[src/rtl/sobel_result_reader.sv]
// sobel_result_reader
//
// Read-back end of the Sobel output path. Scans the word range
// START_ADDR..END_ADDR of the magnitude and direction SRAMs through one
// shared read address. Each 64-bit word pair is unpacked into eight
// magnitude/direction byte beats on a valid/ready stream. The most
// significant byte (lane 7 of the word) goes out first.
//
// Ports:
//   clk, reset          system clock, synchronous active-high reset
//   startEn             start one frame scan (sampled only in IDLE)
//   read_addr           registered word address to both SRAMs
//   mag_q, dir_q        SRAM read data, one clock after read_addr
//   pix_mag, pix_dir    current magnitude/direction pixel
//   pix_valid/ready     pixel stream handshake
//   busy                scan in progress
//   frame_done          one-cycle pulse after the last pixel is accepted
//   pix_sol, pix_eol    start/end-of-row markers (only with the macro)
//
// Optional feature macro: SOBEL_READER_LINE_MARK_EN adds pix_sol/pix_eol.
//
// state  | meaning
// -------+---------------------------------------------------------
// IDLE   | waiting for startEn
// WAIT   | read_addr presented, SRAM data arrives at the next edge
// CAP    | SRAM data valid, latch both words into the shift registers
// STREAM | emit 8 byte beats, shifting on each accepted beat

module sobel_result_reader #(
    parameter int unsigned ADDR_W     = 20,
    parameter int unsigned START_ADDR = 768,
    parameter int unsigned END_ADDR   = 65535,
    parameter int unsigned ROW_WORDS  = 256
) (
    input  logic              clk,
    input  logic              reset,
    input  logic              startEn,
    output logic [ADDR_W-1:0] read_addr,
    input  logic [63:0]       mag_q,
    input  logic [63:0]       dir_q,
    output logic [7:0]        pix_mag,
    output logic [7:0]        pix_dir,
    output logic              pix_valid,
    input  logic              pix_ready,
    output logic              busy,
    output logic              frame_done
`ifdef SOBEL_READER_LINE_MARK_EN
    ,
    output logic              pix_sol,
    output logic              pix_eol
`endif
);

    if (END_ADDR < START_ADDR) begin : g_bad_range
        $error("sobel_result_reader: END_ADDR must be >= START_ADDR");
    end
    if (ROW_WORDS == 0 || ROW_WORDS > 256 || (ROW_WORDS & (ROW_WORDS - 1)) != 0) begin : g_bad_row
        $error("sobel_result_reader: ROW_WORDS must be a power of two <= 256");
    end

    localparam logic [ADDR_W-1:0] START_A = ADDR_W'(START_ADDR);
    localparam logic [ADDR_W-1:0] END_A   = ADDR_W'(END_ADDR);

    typedef enum logic [1:0] {
        IDLE   = 2'd0,
        WAIT   = 2'd1,
        CAP    = 2'd2,
        STREAM = 2'd3
    } state_t;

    state_t            state, state_n;
    logic [ADDR_W-1:0] word_addr, word_addr_n;
    logic [ADDR_W-1:0] read_addr_n;
    logic [2:0]        lane, lane_n;
    logic [63:0]       mag_sh, mag_sh_n;
    logic [63:0]       dir_sh, dir_sh_n;
    logic              pix_valid_n;
    logic              busy_n;
    logic              frame_done_n;

`ifdef SOBEL_READER_LINE_MARK_EN
    localparam logic [ADDR_W-1:0] ROW_MASK = ADDR_W'(ROW_WORDS - 1);
    logic [ADDR_W-1:0] row_pos;
    logic              pix_sol_n;
    logic              pix_eol_n;

    assign row_pos = word_addr & ROW_MASK;
`endif

    // The shift registers clear on reset and empty out after eight shifts,
    // so the pixel outputs read straight from their top byte.
    assign pix_mag = mag_sh[63:56];
    assign pix_dir = dir_sh[63:56];

    always_ff @(posedge clk) begin
        if (reset) begin
            state      <= IDLE;
            word_addr  <= START_A;
            read_addr  <= '0;
            lane       <= '0;
            mag_sh     <= '0;
            dir_sh     <= '0;
            pix_valid  <= 1'b0;
            busy       <= 1'b0;
            frame_done <= 1'b0;
`ifdef SOBEL_READER_LINE_MARK_EN
            pix_sol    <= 1'b0;
            pix_eol    <= 1'b0;
`endif
        end else begin
            state      <= state_n;
            word_addr  <= word_addr_n;
            read_addr  <= read_addr_n;
            lane       <= lane_n;
            mag_sh     <= mag_sh_n;
            dir_sh     <= dir_sh_n;
            pix_valid  <= pix_valid_n;
            busy       <= busy_n;
            frame_done <= frame_done_n;
`ifdef SOBEL_READER_LINE_MARK_EN
            pix_sol    <= pix_sol_n;
            pix_eol    <= pix_eol_n;
`endif
        end
    end

    always_comb begin
        state_n      = state;
        word_addr_n  = word_addr;
        read_addr_n  = read_addr;
        lane_n       = lane;
        mag_sh_n     = mag_sh;
        dir_sh_n     = dir_sh;
        pix_valid_n  = pix_valid;
        busy_n       = busy;
        frame_done_n = 1'b0;
`ifdef SOBEL_READER_LINE_MARK_EN
        pix_sol_n    = pix_sol;
        pix_eol_n    = pix_eol;
`endif

        case (state)
            IDLE: begin
                if (startEn) begin
                    read_addr_n = START_A;
                    word_addr_n = START_A;
                    busy_n      = 1'b1;
                    state_n     = WAIT;
                end
            end

            WAIT: begin
                state_n = CAP;
            end

            CAP: begin
                mag_sh_n    = mag_q;
                dir_sh_n    = dir_q;
                lane_n      = 3'd0;
                pix_valid_n = 1'b1;
                state_n     = STREAM;
`ifdef SOBEL_READER_LINE_MARK_EN
                pix_sol_n   = (row_pos == '0);
                pix_eol_n   = 1'b0;
`endif
            end

            STREAM: begin
                // pix_valid is always high here, so ready alone is the handshake.
                if (pix_ready) begin
                    mag_sh_n = {mag_sh[55:0], 8'h00};
                    dir_sh_n = {dir_sh[55:0], 8'h00};
                    lane_n   = lane + 3'd1;
`ifdef SOBEL_READER_LINE_MARK_EN
                    pix_sol_n = 1'b0;
                    pix_eol_n = (row_pos == ROW_MASK) && (lane == 3'd6);
`endif
                    if (lane == 3'd7) begin
                        pix_valid_n = 1'b0;
`ifdef SOBEL_READER_LINE_MARK_EN
                        pix_eol_n   = 1'b0;
`endif
                        if (word_addr == END_A) begin
                            frame_done_n = 1'b1;
                            busy_n       = 1'b0;
                            state_n      = IDLE;
                        end else begin
                            word_addr_n = word_addr + ADDR_W'(1);
                            read_addr_n = word_addr + ADDR_W'(1);
                            state_n     = WAIT;
                        end
                    end
                end
            end

            default: begin
                state_n = IDLE;
            end
        endcase
    end

endmodule

[config.mk]
export PLATFORM = sky130hd
export DESIGN_NAME = sobel_result_reader
export DESIGN_NICKNAME = d
export VERILOG_FILES = /design/src/rtl/sobel_result_reader.sv
export SDC_FILE = /design/constraint.sdc
export NUM_CORES = 1
export LEC_CHECK = 0
export CAP_MARGIN = 5
export CORE_MARGIN = 2
export CORE_UTILIZATION = 50
export DETAILED_ROUTE_END_ITERATION = 6
export MAX_ROUTING_LAYER = met4
export PLACE_DENSITY_LB_ADDON = 0.08
export SLEW_MARGIN = 20
export SYNTH_ARGS = -nofsm -noshare
export SYNTH_HDL_FRONTEND = slang
export SYNTH_SLANG_ARGS = --single-unit
[constraint.sdc]
create_clock -name clk -period 4.7 [get_ports clk]
set_input_delay 1.175 -clock clk [delete_from_list [all_inputs] [get_ports clk]]
set_output_delay 1.175 -clock clk [all_outputs]
set_load 0.02 [all_outputs]
==> out/metrics.json <==
{
  "run_status": {"value": "completed"},
  "first_iter_violations": {"value": 448},
  "crit_family": {"value": "buffers and inverters"},
  "grt_first_pass_wirelength": {"value": 27.3, "unit": "mm"},
  "post-route-period-util": {"value": 67.1, "unit": "%"},
  "grt.busiest_layer": {"value": "met2"},
  "yosys_register_bits": {"value": 158},
  "globalRouteMet1Util": {"value": 30.8, "unit": "%"},
  "timing.max_cap.violations": {"value": 0},
  "cts-root-buf": {"value": "clkbuf_16"},
  "drive_above_1_share": {"value": 4.89, "unit": "%"},
  "worst_skew_pair.late_latency": {"value": 0.42, "unit": "ns"},
  "fin_tns_setup": {"value": 0, "unit": "ns"},
  "number_of_distinct_library_cell_variants_in_the_gate_level_netlist_after_synthesis": {"value": 44},
  "drt_first_pass_iters": {"value": 4},
  "worst-path-max-fanout": {"value": 75},
  "dieHeight": {"value": 124, "unit": "um"},
  "grt_antenna_before_repair": {"value": 0},
  "min_delay_path_depth": {"value": 2},
  "detail-route-antenna-nets": {"value": 0},
  "max_clock_freq": {"value": 0.317, "unit": "GHz"},
  "design.die.area": {"value": 15300, "unit": "um2"},
  "syn-instance-count": {"value": 767},
  "ctsLongestPathBuffers": {"value": 2},
  "initial_utilization": {"value": 51.3, "unit": "%"},
  "timing.hold.worst.class": {"value": "flop to flop"},
  "total_of_cells_resized_after_clock_tree_synthesis": {"value": 0},
  "via_count_of_the_first_global_routing_pass": {"value": 5614},
  "grt_max_degree": {"value": 81},
  "crit_path_frequent_cell": {"value": "buf_4"},
  "floorplan.die.width": {"value": 124, "unit": "um"},
  "final_common_cell": {"value": "clkdlybuf4s50_1"},
  "critical_path_arrival": {"value": 3.48, "unit": "ns"},
  "crit_required": {"value": 5.02, "unit": "ns"},
  "route.final.wire_length": {"value": 17.2, "unit": "mm"},
  "grtUsageMet3": {"value": 5.77, "unit": "%"},
  "switching_power": {"value": 1.51, "unit": "mW"},
  "tritoncts_sink_count": {"value": 158},
  "layout.cells.most_common_list": {"value": "clkdlybuf4s50_1 (169), dfxtp_1 (158), nor2_1 (151), mux2i_1 (114), a211oi_1 (113)"},
  "synthDominantCellAreaShare": {"value": 44.3, "unit": "%"},
  "synth.cell_area": {"value": 7150, "unit": "um2"},
  "vias_per_cell": {"value": 5.51},
  "layoutNonFillerInstCount": {"value": 1059},
  "core_area": {"value": 13900, "unit": "um2"},
  "vdd_ir_drop_max": {"value": 0.319, "unit": "mV"},
  "antenna_cells_inserted": {"value": 0},
  "worst-r2r-cell-count": {"value": 7},
  "tightestPinTransition": {"value": 1.08, "unit": "ns"},
  "wl_per_cell": {"value": 16.3, "unit": "um"},
  "dp_cells": {"value": 1029},
  "post-cts-setup-buffer-count": {"value": 0},
  "num_io_pins": {"value": 171},
  "grt_remaining_overflow": {"value": 0},
  "clkSlewWorstSetupHoldPaths": {"value": 0.06, "unit": "ns"},
  "n_fill_cell": {"value": 1172},
  "path_type_of_the_worst_setup_path": {"value": "flop to flop"},
  "synthesis.area_per_instance": {"value": 9.32, "unit": "um2"},
  "syn_to_final_growth": {"value": 28.7, "unit": "%"},
  "multi_input_gate_area": {"value": 3490, "unit": "um2"},
  "maxSlewHeadroom": {"value": 27.8, "unit": "%"},
  "timing.critical_path.cells": {"value": "ha_4 > buf_4 > nand2_1 > nand2b_4 > buf_4 > nor2_1 > a211oi_1"},
  "cts_made_buffers": {"value": 17},
  "fp-row-count": {"value": 43},
  "ratio_of_total_power_to_cell_area": {"value": 513, "unit": "nW/um2"},
  "dpl.hpwl": {"value": 11.7, "unit": "mm"},
  "final.min_clock_period": {"value": 3.16, "unit": "ns"},
  "switching_share": {"value": 32.0, "unit": "%"},
  "timing.critical_path.slowest_cell_delay": {"value": 0.74, "unit": "ns"},
  "route.vias.total": {"value": 5837},
  "crit_buf_inv": {"value": 2},
  "hold_buffer_count_at_cts": {"value": 0},
  "buffers_added_on_ports": {"value": 170},
  "detail_route.drc_violations": {"value": 0},
  "ys_dominant_reg_cell": {"value": "dfxtp_1"},
  "fin_skew": {"value": 0.00373, "unit": "ns"},
  "tritoncts_clock_tree": {"value": "yes"},
  "synth.largest_area_cell": {"value": "dfxtp_1"},
  "combinationalPowerShare": {"value": 29.4, "unit": "%"},
  "nets": {"value": 1006},
  "synth-seq-area-share": {"value": 44.3, "unit": "%"},
  "slowest_stage": {"value": "buf_4"},
  "power_leakage": {"value": 3.00, "unit": "nW"},
  "cp_num_cells": {"value": 7},
  "gpl.final_weighted_congestion": {"value": 0.853},
  "yosys-top-cells-area": {"value": "dfxtp_1 (44%), mux2i_1 (16%), a211oi_1 (12%), nor2_1 (7.9%), buf_4 (3.6%)"},
  "final_max_slew_viol_count": {"value": 0},
  "regArea": {"value": 3160, "unit": "um2"},
  "track_usage": {"value": 23.7, "unit": "%"},
  "timing.critical_path.to_type": {"value": "flop"},
  "hold_viol": {"value": 0},
  "worst_setup_path_start_kind": {"value": "flop"},
  "clkPwrFrac": {"value": 26.9, "unit": "%"},
  "unrepaired_setup_endpoints_after_global_routing": {"value": "no"},
  "power.internal": {"value": 3.21, "unit": "mW"},
  "synthesis.nets": {"value": 905},
  "power.sequential.fraction": {"value": 43.7, "unit": "%"},
  "cts_max_level": {"value": 4},
  "synth-async-reset-ratio": {"value": 0, "unit": "%"},
  "synth_edf_count": {"value": 0},
  "yosys_warnings": {"value": 0},
  "setup_viol": {"value": 0},
  "grt_use_met2": {"value": 35.7, "unit": "%"}
}
[worst reg2reg max path, delay by kind of cell (launching register included)]
kind | cells | cell delay [ns]
AND/OR/NAND/NOR | 3 | 1.01
flip-flops | 1 | 0.42
AO/OA/AOI/OAI | 1 | 0.24
buffers and inverters | 2 | 1.22
adder cells (fa/ha/maj) | 1 | 0.16
[state kept, by name, indices dropped and copies added, names as in the netlist]
signal / count
busy: 1
frame_done: 1
mag_sh: 64
pix_valid: 1
lane: 3
read_addr: 20
word_addr: 2
dir_sh: 64
state: 2
[area by class of cell]
cell class | instances | share of cell area, %
clock buffer | 23 | 5.20
clock inverter | 7 | 0.694
inverter | 5 | 0.204
multi-input combinational | 510 | 38.0
sequential | 158 | 34.4
tap | 180 | 2.45
timing repair buffer | 176 | 19.1
[per-stage QoR]
stage	util (%)	total power, mW	hold slack, ns	worst slack [ns]	cell area [um2]
global placement	62.1	3.41	0.476	1.37	8660
detailed placement	62.1	3.47	0.491	1.26	8660
floorplan	-	3.07	0.458	2.25	7150
finish	66.0	4.72	0.496	1.54	9200
global route	66.0	5.02	0.512	1.25	9200
CTS	66.0	4.76	0.500	1.54	9200
[routing by layer]
metal | up-vias | part of all wire, % | routed length [um]
li1 | 2965 | - | -
met1 | 2683 | 48 | 8200
met2 | 162 | 45 | 7750
met3 | 27 | 5.6 | 957
met4 | 0 | 1.9 | 329
met5 | - | 0 | 0
[power groups by stage]
stage               combinational (mW)  sequential (mW)  clock, mW
finish                            1.39             2.06       1.27
detailed placement                1.38             2.08          0
CTS                               1.40             2.06       1.30
global route                      1.55             2.12       1.35
floorplan                         1.06             2.01          0
global placement                  1.34             2.07          0
[cells by family (layout without fill, tap and decap cells)]
family                     Yosys count  after routing  synth area share (%)
xor gates and xnor gates             9              9                  1.10
muxes                              114            114                  16.0
DFF                                158            158                  44.3
buffers and inverters               99            211                  7.23
AOI/OAI and AO/OA                  163            163                  16.9
adders and majority gates            6              6                  1.05
and+or+nand+nor                    218            218                  13.4
[Yosys cell counts, types with 6 or more instances]
library cell    n
dfxtp_1       158
buf_2           8
a211oi_1      113
ha_1            6
mux2i_1       114
a22oi_1        17
a21oi_1         8
or3_1           6
buf_4          34
buf_1           9
nand3_1        10
o21ai_0         6
clkbuf_1       42
nor3_1          7
nand2_1        12
nor2_1        151
nand4_1         9
[final timing paths]
path / startpoint / end / slack, ns
worst min-delay path: mag_sh[27] / mag_sh[27] / 0.50
worst max-delay path: state[1] / dir_sh[54] / 1.54
worst min register to register: mag_sh[27] / mag_sh[27] / 0.50
worst max register to register: state[1] / dir_sh[54] / 1.54
(Power assumes the default switching activity.)
